<file path="config.mk">
export PLATFORM = sky130hd
export DESIGN_NAME = ctrl_seq_unit
export DESIGN_NICKNAME = d
export VERILOG_FILES = /design/src/rtl/ctrl_pkg.sv /design/src/rtl/ctrl_decode.sv /design/src/rtl/ctrl_seq_unit.sv
export SDC_FILE = /design/constraint.sdc
export NUM_CORES = 1
export LEC_CHECK = 0
export CORE_ASPECT_RATIO = 1.1
export CORE_MARGIN = 1
export CORE_UTILIZATION = 48
export DETAILED_ROUTE_END_ITERATION = 12
export PLACE_DENSITY = 0.88
export SLEW_MARGIN = 0
export SYNTH_ARGS = -nofsm -noshare
export SYNTH_HDL_FRONTEND = slang
export SYNTH_SLANG_ARGS = --single-unit
</file>
<file path="constraint.sdc">
create_clock -name clk -period 1.9 [get_ports clk]
set_clock_uncertainty 0.05 [all_clocks]
set_input_delay 0.38 -clock clk [delete_from_list [all_inputs] [get_ports clk]]
set_output_delay 0.38 -clock clk [all_outputs]
set_load 0.01 [all_outputs]
</file>
<file path="src/rtl/ctrl_pkg.sv">
// Shared types and constants for the registered ID-stage control sequencer:
// mode/opcode encodings, ALU command codes and the EXE control word layout.
package ctrl_pkg;

    localparam logic [1:0] MODE_CALC    = 2'b00;
    localparam logic [1:0] MODE_LDST    = 2'b01;
    localparam logic [1:0] MODE_BRANCH  = 2'b10;
    localparam logic [1:0] MODE_ILLEGAL = 2'b11;

    typedef enum logic {
        ST_IDLE = 1'b0,
        ST_UOP2 = 1'b1
    } seq_state_t;

    localparam logic [3:0] OP_AND = 4'b0000;
    localparam logic [3:0] OP_EOR = 4'b0001;
    localparam logic [3:0] OP_SUB = 4'b0010;
    localparam logic [3:0] OP_ADD = 4'b0100;
    localparam logic [3:0] OP_ADC = 4'b0101;
    localparam logic [3:0] OP_SBC = 4'b0110;
    localparam logic [3:0] OP_TST = 4'b1000;
    localparam logic [3:0] OP_CMP = 4'b1010;
    localparam logic [3:0] OP_ORR = 4'b1100;
    localparam logic [3:0] OP_MOV = 4'b1101;
    localparam logic [3:0] OP_MVN = 4'b1111;

    localparam logic [3:0] EXE_NOP = 4'b0000;
    localparam logic [3:0] EXE_MOV = 4'b0001;
    localparam logic [3:0] EXE_ADD = 4'b0010;
    localparam logic [3:0] EXE_ADC = 4'b0011;
    localparam logic [3:0] EXE_SUB = 4'b0100;
    localparam logic [3:0] EXE_SBC = 4'b0101;
    localparam logic [3:0] EXE_AND = 4'b0110;
    localparam logic [3:0] EXE_ORR = 4'b0111;
    localparam logic [3:0] EXE_EOR = 4'b1000;
    localparam logic [3:0] EXE_MVN = 4'b1001;

    typedef struct packed {
        logic [3:0] exeCmd;
        logic       memRead;
        logic       memWrite;
        logic       wbEn;
        logic       branch;
        logic       sOut;
        logic       wbSel;
        logic       uopIdx;
        logic       illegal;
    } ctrl_word_t;

    localparam ctrl_word_t CTRL_ZERO = '0;

    // Second micro-op of a base-writeback load/store: Rn <= Rn + offset.
    function automatic ctrl_word_t base_wb_uop();
        ctrl_word_t w;
        w        = CTRL_ZERO;
        w.exeCmd = EXE_ADD;
        w.wbEn   = 1'b1;
        w.wbSel  = 1'b1;
        w.uopIdx = 1'b1;
        return w;
    endfunction

endpackage

</file>
<file path="src/rtl/ctrl_decode.sv">
// Purely combinational decode of mode/opCode/S into the first micro-op's
// control word (wbSel and uopIdx are always 0 here).
module ctrl_decode
    import ctrl_pkg::*;
(
    input  logic [1:0] mode,
    input  logic [3:0] op_code,
    input  logic       s_in,
    output ctrl_word_t word
);

    always_comb begin
        word = CTRL_ZERO;
        case (mode)
            MODE_CALC: begin
                word.wbEn = 1'b1;
                word.sOut = s_in;
                case (op_code)
                    OP_MOV: word.exeCmd = EXE_MOV;
                    OP_MVN: word.exeCmd = EXE_MVN;
                    OP_ADD: word.exeCmd = EXE_ADD;
                    OP_ADC: word.exeCmd = EXE_ADC;
                    OP_SUB: word.exeCmd = EXE_SUB;
                    OP_SBC: word.exeCmd = EXE_SBC;
                    OP_AND: word.exeCmd = EXE_AND;
                    OP_ORR: word.exeCmd = EXE_ORR;
                    OP_EOR: word.exeCmd = EXE_EOR;
                    // Compares only update flags, never a register.
                    OP_CMP: begin
                        word.exeCmd = EXE_SUB;
                        word.sOut   = 1'b1;
                        word.wbEn   = 1'b0;
                    end
                    OP_TST: begin
                        word.exeCmd = EXE_AND;
                        word.sOut   = 1'b1;
                        word.wbEn   = 1'b0;
                    end
                    default: word = CTRL_ZERO;
                endcase
            end
            MODE_LDST: begin
                word.exeCmd   = EXE_ADD;
                word.memRead  = s_in;
                word.wbEn     = s_in;
                word.memWrite = ~s_in;
            end
            MODE_BRANCH: begin
                word.branch = 1'b1;
            end
            default: begin
                word.illegal = 1'b1;
            end
        endcase
    end

endmodule

</file>
<file path="src/rtl/ctrl_seq_unit.sv">
// Registered control sequencer: decodes into a valid/ready output slot,
// inserts bubbles, splits base-writeback load/stores and counts issues/bubbles.
module ctrl_seq_unit
    import ctrl_pkg::*;
#(
    parameter int EXE_CMD_W = 4,
    parameter int CNT_W     = 16
) (
    input  logic                 clk,
    input  logic                 rst_n,
    input  logic                 inValid,
    output logic                 inReady,
    input  logic [1:0]           mode,
    input  logic [3:0]           opCode,
    input  logic                 sIn,
    input  logic                 wbBase,
    input  logic                 condPass,
    input  logic                 hazard,
    input  logic                 flush,
    input  logic                 outReady,
    output logic                 outValid,
    output logic [EXE_CMD_W-1:0] exeCmd,
    output logic                 memRead,
    output logic                 memWrite,
    output logic                 wbEn,
    output logic                 branch,
    output logic                 sOut,
    output logic                 wbSel,
    output logic                 uopIdx,
    output logic                 illegal,
    output logic [CNT_W-1:0]     issueCnt,
    output logic [CNT_W-1:0]     bubbleCnt
);

    seq_state_t       state;
    seq_state_t       state_next;
    ctrl_word_t       slot;
    ctrl_word_t       slot_next;
    ctrl_word_t       dec_word;
    logic             slot_valid;
    logic             valid_next;
    logic             adv;
    logic             accept;
    logic             issue_inc;
    logic             bubble_inc;
    logic [CNT_W-1:0] issue_cnt;
    logic [CNT_W-1:0] bubble_cnt;

    ctrl_decode u_decode (
        .mode    (mode),
        .op_code (opCode),
        .s_in    (sIn),
        .word    (dec_word)
    );

    assign adv     = ~slot_valid | outReady;
    assign inReady = adv & ~hazard & ~flush & (state == ST_IDLE);
    assign accept  = inValid & inReady;

    always_ff @(posedge clk or negedge rst_n) begin
        if (!rst_n) begin
            state <= ST_IDLE;
        end else begin
            state <= state_next;
        end
    end

    // Flush wins over everything; a pending second micro-op beats new input.
    always_comb begin
        state_next = state;
        valid_next = slot_valid;
        slot_next  = slot;
        issue_inc  = 1'b0;
        bubble_inc = 1'b0;
        if (flush) begin
            state_next = ST_IDLE;
            valid_next = 1'b0;
            slot_next  = CTRL_ZERO;
        end else if (adv) begin
            if (state == ST_UOP2) begin
                valid_next = 1'b1;
                slot_next  = base_wb_uop();
                issue_inc  = 1'b1;
                state_next = ST_IDLE;
            end else if (accept && condPass) begin
                valid_next = 1'b1;
                slot_next  = dec_word;
                issue_inc  = 1'b1;
                if (mode == MODE_LDST && wbBase) begin
                    state_next = ST_UOP2;
                end
            end else begin
                // Condition-failed accepts and hazard-blocked inputs both bubble.
                valid_next = 1'b0;
                slot_next  = CTRL_ZERO;
                bubble_inc = inValid;
            end
        end
    end

    always_ff @(posedge clk or negedge rst_n) begin
        if (!rst_n) begin
            slot_valid <= 1'b0;
            slot       <= CTRL_ZERO;
            issue_cnt  <= '0;
            bubble_cnt <= '0;
        end else begin
            slot_valid <= valid_next;
            slot       <= slot_next;
            if (issue_inc && (issue_cnt != {CNT_W{1'b1}})) begin
                issue_cnt <= issue_cnt + CNT_W'(1);
            end
            if (bubble_inc && (bubble_cnt != {CNT_W{1'b1}})) begin
                bubble_cnt <= bubble_cnt + CNT_W'(1);
            end
        end
    end

    assign outValid  = slot_valid;
    assign exeCmd    = EXE_CMD_W'(slot.exeCmd);
    assign memRead   = slot.memRead;
    assign memWrite  = slot.memWrite;
    assign wbEn      = slot.wbEn;
    assign branch    = slot.branch;
    assign sOut      = slot.sOut;
    assign wbSel     = slot.wbSel;
    assign uopIdx    = slot.uopIdx;
    assign illegal   = slot.illegal;
    assign issueCnt  = issue_cnt;
    assign bubbleCnt = bubble_cnt;

endmodule

</file>
-- Word level (Yosys, flattened, before mapping)
Cells that the tools add are included.
- register bits: 46
- bits of input ports: 15
- add/sub/neg operators: 2
- equal/unequal tests: 14
- muxes and demuxes: 26
- bitwise logic cells: 10
- reductions and logical operators: 12
- operators by type and width (cell ; count):
    12-bit two-way mux ; 4
    4-bit case mux with 9 select lines ; 1
    16-bit by 1-bit adder with 16-bit output, second input constant ; 2
    16-bit != test, second input constant ; 2
    4-bit equality test, second input constant ; 5
    1-bit two-way mux ; 18
    7-bit case mux with 2 select lines ; 1
    4-bit by 3-bit equality test with 1-bit output, second input constant ; 3
    9-bit OR reduction ; 1
    2-bit OR reduction ; 3
    1-bit inverter ; 5
    1-bit AND ; 4
    4-bit by 1-bit equality test with 1-bit output, second input constant ; 1
    4-bit by 2-bit equality test with 1-bit output, second input constant ; 1
    1-bit logical AND ; 4
    4-bit zero test ; 1
    3-bit two-way mux ; 1
    3-bit OR reduction ; 1
    2-bit by 1-bit equality test with 1-bit output, second input constant ; 1
    2-bit equality test, second input constant ; 1
    2-bit zero test ; 1
    1-bit case mux with 2 select lines ; 1
    2-bit nonzero test ; 1
    1-bit bitwise OR ; 1

-- Longest topological paths before layout
- depth after elaboration: 12
- mapped depth: 7
- mapped depth without buffers: 6

-- By module
From an unflattened synthesis, not the netlist that was laid out.
- cell total of the unflattened synthesis: 233
- area, all modules: 2511.2 um^2
- modules (own cells, without submodules) (module ; instances ; cells an instance ; area each (um^2)):
    ctrl_seq_unit ; 1 ; 199 ; 2275.9
    ctrl_decode ; 1 ; 34 ; 235.2

-- Worst setup path before layout
OpenSTA, ideal clock, no wires.
- path kind: reg2reg
- start point: reg bubble_cnt[0], in the netlist bubbleCnt[0]
- end point: reg bubble_cnt[14], in the netlist bubbleCnt[14]
- arrival: 1633 ps
- data required time: 1771 ps
- path slack: 137 ps
- cell stages (with the launch flop): 8
- path buffers: 1
- clock period less this slack: 1763 ps
- path through: dfrtp_1 -> ha_1 -> nand3_1 -> nor2_1 -> or3b_1 -> buf_2 -> nor3_2 -> xor2_1
- longest elaborated chain between the ends: 2
- elaborated cells between the ends (all ways): 3
- classes of those cells: add/sub: 1; eq/ne: 1; reduce/logical: 1
- RTL lines (item ; RTL line ; source):
    from (decl) ; ctrl_seq_unit.sv:47 ; logic [CNT_W-1:0] bubble_cnt;
    from (signal assigned) ; ctrl_seq_unit.sv:114 ; bubble_cnt <= bubble_cnt + CNT_W'(1);
    branches (longest 2 deep; another with 16-bit by 1-bit adder with 16-bit output) ; -- ;
Parallel ways; which one is timed is not known.
A chain may end at the register's enable or synchronous reset.

-- Worst setup path in the final report
- start point: in outReady
- end point: out inReady
- longest elaborated chain between the ends: 4
- RTL lines (item ; RTL line ; source):
    from (decl) ; ctrl_seq_unit.sv:20 ; input logic outReady,
    1-bit bitwise OR ; ctrl_seq_unit.sv:56 ; assign adv = ~slot_valid | outReady;
    1-bit AND (3 in a row) ; ctrl_seq_unit.sv:57 ; assign inReady = adv & ~hazard & ~flush & (state == ST_IDLE);
    to (decl) ; ctrl_seq_unit.sv:12 ; output logic inReady,
Every way passes these cells.

==> out/qor.txt <==
Status = finished, violations left
Failing checks = negative hold slack
Antenna Diode Count = 0
Initial DRC Count = 132
Worst EP required = 1470 ps
Initial Util = 50.9%
Cts hold-fix bufs = 0
Count leader, synth = dfrtp_1
Max VDD drop = 0.000629 V
CP cell instances = clkdlybuf4s50_1 -> nand2b_4 -> nand2_1 -> nor2_1 -> buf_2
Clock net sink count = 45
I/O Buffers = 60
Post-synthesis cell area = 2210 sq um
Die Y = 73.2 um
Design Area, Final = 3150 sq um
CTS root buffer = clkbuf_8
Synth Register Bits = 45
DRT Pass-1 Iters = 4
Pwr Density = 732 nW/um^2
Leakage = 1.38 nW
FF-to-FF setup slack = 100 ps
DRC Markers = 0
Global-route wire length before repair = 7.93 mm
Rows = 25
Hold Slack = -2.22 ps
Tot GR Track Use = 21.4%
Final WS setup = 47.3 ps
Clock Latency Late Sink = 290 ps
Largest area contributor in the netlist = dfrtp_1
# IOs = 61
Cell Area, Placed = 3030 sq um
Core area = 4350 sq um
Share of cells above drive strength 1 = 16.6%
Final ANT Viol Nets = 0
Crit path DAT = 1420 ps
GPL Wtd Cong = 0.777
Final Hold Vio Count = 4
H-tree Lvls = 2
Synth Instances = 208
Min-delay worst type = input port to asynchronous set/reset pin
Max Fclk = 540 MHz
Setup Viol. Count Final = 0
Count of final max-slew check failures = 0
TritonCTS Buffers = 5
Clock Pin Slew Worst Setup and Hold Paths = 80 ps
Post-synth EDFFs = 0
Buf/Inv on CP = 2
Synthesized area per cell = 10.6 sq um
Commonest cells post-synth = dfrtp_1 (45), nand2_1 (22), xnor2_1 (20), nor2_1 (16), nand3_1 (12)
Tightest Pin Transition = 804 ps
Nets = 312
Drt total wl = 5.06 mm
Crit Reg-Reg Startpoint = bubbleCnt[1]
Minimum clock period = 1850 ps
Seq/Total Area, Yosys = 50.8%
Via count = 1853
Largest net degree at the start of global routing = 46
Vias in the first global route = 1749
Dpl ws = -371 ps
Routed vias/inst = 5.29
Crit-path leading delay family = buffers and inverters
Synth unique cells = 42
Synth warnings = 0
DP HPWL = 3.60 mm
Synth area leaders = dfrtp_1 (51%), xnor2_1 (7.9%), xor2_1 (4.4%)
Post-synth ARST share = 100%
CTS tree = built
Synth top area share = 50.8%
Fillers = 331
Critical-path maximum fanout = 3
Element type at the critical path end = output port
Setup TNS = 0 ps
Relative slew slack = 46.2%
WL/cell = 14.5 um
Max_cap viols = 0
Reg-to-Reg End = bubbleCnt[12]
Slowest-stage cell, CP = clkdlybuf4s50_1
CTS Buffer Depth = 2
GR Overflow Total = 0
Synth Flop Type = dfrtp_1
Initial antenna violation count = 0
Area grow syn2layout = 42.1%
Final worst-path cycle share = 97.5%
Reg2Reg Depth = 6
DIE AREA = 4890 sq um
CP Class = input port to output port
Die width = 66.8 um
Max stage delay on crit path = 510 ps
Critical path launch point type = input port
Syn nets = 225
## routing by layer
layer / GRT usage, % / routed length (um) / up-vias
met5: 0 / 0 / -
met4: 6.38 / 23 / 0
met3: 4.38 / 192 / 2
met2: 36.8 / 2610 / 50
met1: 27.0 / 2230 / 894
li1: - / - / 907
## how the worst max path moves through the flow
stage,cells past startpoint,from,endpoint
2_1_floorplan,7,bubbleCnt[0],bubbleCnt[14]
3_3_place_gp,5,outReady,inReady
3_5_place_dp,5,outReady,inReady
4_1_cts,5,outReady,inReady
5_1_grt,7,outReady,bubbleCnt[9]
6_report,5,outReady,inReady
## placed cells by master (no fill, tap or decap), types with 2 or more instances in the layout
master           netlist  layout
nor2_1                16      15
a22o_1                 6       6
inv_1                  4       4
xnor2_1               20      20
nand3_1               12      12
nor3_1                 9       9
clkbuf_8               0       5
xor2_1                11      11
dfrtp_1               45      45
nor2b_1                3       3
o21ai_0                7       7
or2_2                  2       2
or3_1                  2       2
a21oi_1                5       5
clkdlybuf4s50_1        0      58
a32o_1                 3       3
buf_2                  1       2
nand2_1               22      22
clkbuf_1               3       3
buf_4                  1      24
nor3_2                 2       2
nand4_1               10      10
ha_1                   2       2
## report_power, final
group | internal, mW | switching, mW | total (mW)
registers | 1.05 | 0.115 | 1.16
clock network | 0.262 | 0.308 | 0.570
logic | 0.333 | 0.237 | 0.569
total | 1.64 | 0.659 | 2.30
## per-stage QoR
step | utilization [%] | total power [mW] | instances
after global routing | 72.4 | 2.43 | 350
after global placement | 69.7 | 1.70 | 339
final | 72.4 | 2.30 | 350
after CTS | 71.8 | 2.29 | 347
after floorplan | - | 1.38 | 208
after detailed placement | 69.7 | 1.72 | 339
## what timing repair did
| item | CTS | global route |
|---|---|---|
| pin swaps | 0 | 3 |
| setup buffers | 0 | 3 |
| setup endpoints to repair | 5 | 14 |
| gates resized for setup | 4 | 5 |
## area by class of cell
type                    instances  area, sq um  area share (%)
flip-flops and latches         45         1130            35.8
clock buffers                   8         80.1            2.54
multi-input cells             154         1070            33.9
well taps                      54         67.6            2.15
inverters                       4         15.0           0.477
repair buffers                 85          791            25.1
## cells by family (layout without fill, tap and decap cells)
logic type	count (synthesis)	in the layout	synth area share (%)
and+or+nand+nor	89	89	22.1
DFF	45	45	50.8
xor gates and xnor gates	31	31	12.3
AOI/OAI and AO/OA	29	29	10.4
buffers and inverters	9	97	1.75
muxes	3	3	1.47
adders and majority gates	2	2	1.13
(Power assumes the default switching activity.)
